**src/rtl/systolic_feeder.sv**
```systemverilog
// systolic_feeder: reads ROWS FIFOs on a diagonally skewed schedule and feeds signed elements to systolic array rows
module systolic_feeder #(
  parameter int ROWS = 4,
  parameter int DATA_WIDTH = 16,
  parameter int LEN_W = 8
) (
  input  logic                       clk,
  input  logic                       rst,
  input  logic                       start,
  input  logic [LEN_W-1:0]           len,
  input  logic [ROWS-1:0]            fifo_empty,
  input  logic [ROWS*DATA_WIDTH-1:0] fifo_data,
  output logic [ROWS-1:0]            fifo_r_en,
  output logic [ROWS*DATA_WIDTH-1:0] row_data,
  output logic [ROWS-1:0]            row_valid,
  output logic                       busy,
  output logic                       done
);
  localparam int TW = LEN_W + $clog2(ROWS) + 1;
  typedef enum logic [1:0] {IDLE, RUN, FLUSH, DONE} state_t;
  state_t state, state_n;
  logic [TW-1:0] t, t_n;
  logic [LEN_W-1:0] len_q;
  logic [ROWS-1:0] sched, v1;
  logic stall, last;
  assign busy = state != IDLE;
  assign done = state == DONE;
  assign last = t == TW'(len_q) + TW'(ROWS) - TW'(2);
  assign stall = |(sched & fifo_empty);
  assign fifo_r_en = sched & {ROWS{~stall}};
  // diagonal schedule: row i is active for len steps starting at step i
  always_comb begin
    sched = '0;
    for (int i = 0; i < ROWS; i++)
      sched[i] = state == RUN && t >= TW'(i) && t < TW'(i) + TW'(len_q);
  end
  // next state and step counter; t doubles as the flush cycle counter
  always_comb begin
    state_n = state;
    t_n = t;
    case (state)
      IDLE: if (start) begin
        t_n = '0;
        state_n = len == '0 ? DONE : RUN;
      end
      RUN: if (!stall) begin
        t_n = last ? '0 : t + TW'(1);
        state_n = last ? FLUSH : RUN;
      end
      FLUSH: begin
        t_n = t + TW'(1);
        state_n = t == TW'(1) ? DONE : FLUSH;
      end
      DONE: begin
        t_n = '0;
        state_n = IDLE;
      end
    endcase
  end
  // state register, step counter and latched pass length
  always_ff @(posedge clk or posedge rst)
    if (rst) begin
      state <= IDLE;
      t <= '0;
      len_q <= '0;
    end else begin
      state <= state_n;
      t <= t_n;
      if (state == IDLE && start) len_q <= len;
    end
  // two-stage output pipeline matching the FIFO read latency; keeps advancing through stalls
  always_ff @(posedge clk or posedge rst)
    if (rst) begin
      v1 <= '0;
      row_valid <= '0;
      row_data <= '0;
    end else begin
      v1 <= fifo_r_en;
      row_valid <= v1;
      for (int i = 0; i < ROWS; i++)
        row_data[i*DATA_WIDTH +: DATA_WIDTH] <= v1[i] ? fifo_data[i*DATA_WIDTH +: DATA_WIDTH] : '0;
    end
endmodule

```
**config.mk**
```make
export PLATFORM = sky130hd
export DESIGN_NAME = systolic_feeder
export DESIGN_NICKNAME = d
export VERILOG_FILES = /design/src/rtl/systolic_feeder.sv
export SDC_FILE = /design/constraint.sdc
export NUM_CORES = 1
export LEC_CHECK = 0
export CAP_MARGIN = 20
export CELL_PAD_IN_SITES_DETAIL_PLACEMENT = 1
export CELL_PAD_IN_SITES_GLOBAL_PLACEMENT = 2
export CORE_UTILIZATION = 29
export CTS_BUF_LIST = sky130_fd_sc_hd__clkbuf_2
export DETAILED_ROUTE_END_ITERATION = 16
export PLACE_DENSITY = 0.8
export SLEW_MARGIN = 20
export SYNTH_ARGS = -nofsm -noshare
export SYNTH_HDL_FRONTEND = slang
export SYNTH_SLANG_ARGS = --single-unit
```
**constraint.sdc**
```tcl
create_clock -name clk -period 4.3 [get_ports clk]
set_input_delay 0.86 -clock clk [delete_from_list [all_inputs] [get_ports clk]]
set_output_delay 0.86 -clock clk [all_outputs]
set_load 0.01 [all_outputs]
```
==> Word-level counts from Yosys, hierarchy flattened <==
Index checks and enable logic that the tools add are counted.
{ "op_classes": {"n_eq_ne": 7, "bitwise_logic": 3, "order_cmp": 8, "n_reduce_logical": 14, "n_addsub": 6, "mux": 14} }
{ "ops": {"columns": ["cell", "n"], "rows": [
  ["16-bit 2-to-1 mux", 4],
  ["11-bit case mux with 4 select lines", 1],
  ["11-bit by 9-bit < comparator with 1-bit output", 3],
  ["11-bit 2-to-1 mux", 3],
  ["11-bit by 1-bit greater-or-equal comparator with 1-bit output (second input constant)", 2],
  ["11-bit by 2-bit greater-or-equal comparator with 1-bit output (second input constant)", 2],
  ["2-bit by 8-bit adder with 9-bit output (first input constant)", 2],
  ["11-bit by 1-bit adder with 11-bit output (second input constant)", 1],
  ["11-bit by 1-bit == test with 1-bit output (second input constant)", 1],
  ["11-bit == test", 1],
  ["11-bit by 8-bit < comparator with 1-bit output", 1],
  ["9-bit by 2-bit subtractor with 10-bit output (second input constant)", 1],
  ["1-bit by 8-bit adder with 9-bit output (first input constant)", 1],
  ["8-bit by 3-bit adder with 9-bit output (second input constant)", 1],
  ["1-bit logical AND", 9],
  ["4-bit AND", 2],
  ["8-bit zero test", 1],
  ["2-bit 2-to-1 mux", 4],
  ["2-bit case mux with 4 select lines", 1],
  ["2-bit == test (second input constant)", 2],
  ["2-bit inequality test (second input constant)", 2],
  ["4-bit OR reduction", 1],
  ["2-bit by 1-bit == test with 1-bit output (second input constant)", 1],
  ["2-bit zero test", 1],
  ["4 further kinds", 4]
]} }
{ "totals": {"inputBits": 79, "word_cells": 58, "output_inout_bits": 74, "regBits": 93} }

==> Depth between registers and ports, before layout <==
{ "logic_depth": {"word_depth": 7, "depth_mapped": 14, "mapped_depth_nobuf": 12} }

==> Least setup slack after synthesis <==
No wires, ideal clock.
{ "synth_timing": {"kind": "flip-flop to output port", "startpoint": "register len_q[3]", "endpoint": "output fifo_r_en[1]", "path_slack_ps": 642, "t_required_ps": 3440, "path_stages_with_launch": 13, "t_arrival_ps": 2798, "n_path_buf": 3, "cell_sequence": "dfrtp_1 clkbuf_1 inv_2 nor4_1 and3_1 nand2_1 ha_1 nand4bb_1 o21bai_1 and4_4 buf_6 clkbuf_1 nor3_1"} }
{ "synth_via": {"elab_chain_len": 7, "elab_cells_between_ends": 15, "classes_between": "3 x add/sub; 4 x order compare; 3 x bitwise; 5 x reduce/logical"} }
{ "synth_rtl": {"columns": ["element", "line", "source"], "rows": [
  ["start: declaration", "23", "logic [LEN_W-1:0] len_q;"],
  ["start signal: assignment", "69", "if (state == IDLE && start) len_q <= len;"],
  ["1-bit by 8-bit adder with 9-bit output / 2-bit by 8-bit adder with 9-bit output (equally long branches)", "35", "sched[i] = state == RUN && t >= TW'(i) && t < TW'(i) + TW'(len_q);"],
  ["11-bit by 9-bit < comparator with 1-bit output", "35", null],
  ["1-bit logical AND", "35", null],
  ["4-bit AND", "29", "assign stall = |(sched & fifo_empty);"],
  ["4-bit OR reduction", "29", null],
  ["1-bit inverter", "30", "assign fifo_r_en = sched & {ROWS{~stall}};"],
  ["4-bit AND (*)", "30", null],
  ["end: declaration", "13", "output logic [ROWS-1:0] fifo_r_en,"]
]} }
Mark *: on every way between the ends. The rest lies on a longest branch, timed or not.

==> Worst setup path in the final report <==
{ "layout_timing": {"startpoint": "register len_q[5]", "endpoint": "output fifo_r_en[1]"} }
Same word-level chain as after synthesis.

==> out/results.tsv <==
stage	metric	value	unit
status	outcome	finished clean	
worst_hold_path	hold_start	state[1]	
layout	n_fill_cell	1702	
synthesis	async_flop_share	100	%
worst_hold_path	holdPathStages	1	
synthesis	syn_avg_cell_area	11.3	µm²
setup_path	reg2reg_to	t[9]	
synthesis	synth_area_leaders	dfrtp_1, ha_1, and2_1	
clocking	cts_buffers	9	
setup_path	crit_top_cell	nand2_1	
synthesis	synth_cell_type_count	51	
placed_design	gp_congestion	0.880	
setup_path	crit_slowest_cell	dfrtp_1	
sta	skew	0.0274	ns
placed_design	pre_cts_slack	0.167	ns
placed_design	dp_hpwl	11200	µm
clocking	cts_sinks	93	
setup_path	cp.arrival	3.28	ns
synthesis	mappedNetlistNets	532	
synthesis	synth_ff_type	dfrtp_1	
sta	setup_viol	0	
floorplan	die_y	128	µm
synthesis	synth_top_cell_by_area	dfrtp_1	
route	wl	14700	µm
synthesis	netlist_top_cells_count	dfrtp_1, and2_1, ha_1	
pwr	p_leak	3.01	nW
clocking	h-tree-depth	3	
global_routing	grt-ovfl-total	0	
pwr	fin_total_pwr	0.00391	W
setup_path	r2r_setup_slack	0.95	ns
sta	fmax	0.242	GHz
sta	layout_setup_ws	0.164	ns
synthesis	yosysMostFrequentCell	dfrtp_1	
synthesis	synth_edf_count	0	
setup_path	critical-path-max-stage-delay	0.45	ns
sta	finalSetupTns	0	ns
sta	maxSlewHeadroom	44.3	%
clocking	clkTransAtPathRegs	0.25	ns
sta	fin_crit_sh	96.2	%
floorplan	num_io_pins	153	
layout	drive_above_1_share	14.0	%
global_routing	grt_use_total	18.5	%
floorplan	coreArea	15400	µm²
route	drc	0	
placed_design	postPlaceCellArea	6420	µm²
floorplan	initial_utilization	30.0	%
route	firstDrtPassIters	4	
synthesis	ys_ff_latch	93	
floorplan	rows	45	
clocking	clk_path_buf_depth	2	
synthesis	ys_warn_count	0	
placed_design	numPortBuffers	152	
layout	diodes	0	
sta	slew_viol_final	0	
floorplan	design.die.area	16400	µm²
global_routing	grt_antenna_before_repair	0	
setup_path	cp_max_fo	4	
layout	final_area	6750	µm²
setup_path	critPathLaunchType	register	
synthesis	ys_seq_area_share	50.5	%
route	ant_nets	0	
route	drt_iter0_drc	203	
layout	register_area	2330	µm²
worst_hold_path	min_to	state[1]	
global_routing	first_global_vias	4016	
sta	grt_setup_unrepaired	true	
clocking	cts-root-buf	clkbuf_2	
pwr	p_per_area	579	nW/µm²
layout	final_nets	706	
clocking	holdBufCountCts	0	
placed_design	place_inst	770	
setup_path	reg2reg_from	len_q[1]	
setup_path	path_cells	inv_2 -> nor4_4 -> buf_4 -> and3_1 -> nand2_1 -> ha_1 -> a21oi_2 -> nor4b_1 -> nand2_1 -> nor3_2 -> dlygate4sd2_1	
sta	hold_violations	0	
setup_path	reg2reg_depth	13	
setup_path	critPathKind	register to output port	
layout	multiInputGateArea	2290	µm²
route	vias	3839	
worst_hold_path	hold_path_class	register to register	
setup_path	crit_path_end_kind	output port	
job	max_cap_violations	0	
layout	final_cells	798	
clocking	cts_tree	built	
route	drt-wirelength-per-cell	18.4	µm
sta	tightest_slew	0.836	ns
global_routing	grt_max_degree	50	
floorplan	die_w	128	µm
global_routing	grt_pass1_wl	23100	µm
setup_path	worstPathRequired	3.44	ns
layout	syn_to_final_growth	46.4	%
synthesis	syn_area	4610	µm²
synthesis	yosysTopAreaCellShare	50.5	%
route	post_drt_via_cell_ratio	4.81	
synthesis	synth_cells	408	
sta	period_minus_slack	4.14	ns
clocking	clk_latency	0.60	ns
pwr	peakVddDrop	0.219	mV
## worst max path at each step
stage / slack (ns) / from / end / depth (start not counted)
floorplan: 0.64 / len_q[3] / fifo_r_en[1] / 12
global placement: 0.24 / len_q[5] / fifo_r_en[3] / 13
detailed placement: 0.17 / len_q[1] / fifo_r_en[3] / 12
CTS: -0.05 / len_q[1] / fifo_r_en[1] / 12
global route: -0.08 / len_q[5] / fifo_r_en[3] / 13
finish: 0.16 / len_q[5] / fifo_r_en[1] / 11
## critical path, delay by kind of cell (launching register included)
| kind | cells | cell delay [ns] |
|---|---|---|
| flops | 1 | 0.45 |
| simple gates | 6 | 1.15 |
| fa+ha+maj | 1 | 0.32 |
| compound gates | 1 | 0.19 |
| buf+inv | 3 | 0.59 |
## routing by layer
layer  GRT usage (%)  vias up  wire length [µm]
li1                -     1782                 -
met1            23.1     1907              6240
met2            31.8      138              7260
met3            4.51       12               978
met4            5.19        0               187
met5               0        -                 0
## report_power, final
part | switching, W | internal, W | total (W)
Sequential | 0.000199 | 0.00106 | 0.00126
Clock | 0.000318 | 0.0000789 | 0.000397
Combinational | 0.00117 | 0.00109 | 0.00226
Total | 0.00169 | 0.00222 | 0.00391
## placed cells by master, fill, tap and decap left out, drive strengths merged, types with 2 or more instances in the layout
| cell type | synthesis | final |
|---|---|---|
| o21ai | 14 | 14 |
| a211oi | 3 | 3 |
| clkbuf | 10 | 9 |
| inv | 18 | 19 |
| nand2b | 10 | 10 |
| dfrtp | 93 | 93 |
| nand3b | 3 | 3 |
| clkdlybuf4s50 | 0 | 148 |
| nand3 | 7 | 7 |
| o31ai | 3 | 3 |
| nor3 | 8 | 8 |
| o311ai | 2 | 2 |
| nor4 | 5 | 5 |
| nor2 | 18 | 18 |
| a31oi | 3 | 3 |
| or3 | 2 | 2 |
| nand2 | 10 | 10 |
| or3b | 3 | 3 |
| nand4 | 8 | 8 |
| xnor2 | 16 | 16 |
| and3 | 8 | 8 |
| buf | 3 | 27 |
| and2 | 64 | 64 |
| o21bai | 2 | 2 |
| o41ai | 9 | 9 |
| o31a | 2 | 2 |
| mux2 | 10 | 10 |
| a21oi | 12 | 12 |
| clkinv | 0 | 5 |
| ha | 45 | 45 |
## flip-flops by register name, summed over array words and instances (netlist names)
register and flops:
row_data 64, t 11, row_valid 4, len_q 8, v1 4, state 2
## layout make-up
class                           count  area share, %
Clock buffer                        9          0.667
Timing Repair Buffer              176           25.1
Multi-Input combinational cell    284           34.0
Clock inverter                      7          0.741
Tap cell                          211           3.91
Sequential cell                    93           34.5
Inverter                           18           1.06
## repair_timing
action,in CTS,in global routing
pin swaps,2,11
endpoints found under the setup margin,4,4
gates resized for setup,31,23
endpoints found under the hold margin,0,0
setup buffers,8,5
## cells by family (layout without fill, tap and decap cells)
family,after synthesis,after routing,synth area share [%]
buffers and inverters,31,210,3.01
multiplexers,11,11,2.66
AND/OR/NAND/NOR,155,155,20.2
XOR/XNOR,17,17,3.23
adder cells (fa/ha/maj),45,45,12.2
AO/OA/AOI/OAI,56,56,8.22
flip-flops,93,93,50.5
## metrics by stage
| stage | util [%] | hold slack, ns |
|---|---|---|
| 2_1_floorplan | - | 0.425 |
| 3_3_place_gp | 41.8 | 0.555 |
| 3_5_place_dp | 41.8 | 0.547 |
| 4_1_cts | 43.2 | 0.600 |
| 5_1_grt | 43.9 | 0.631 |
| 6_report | 43.9 | 0.592 |
(Power assumes the default switching activity.)
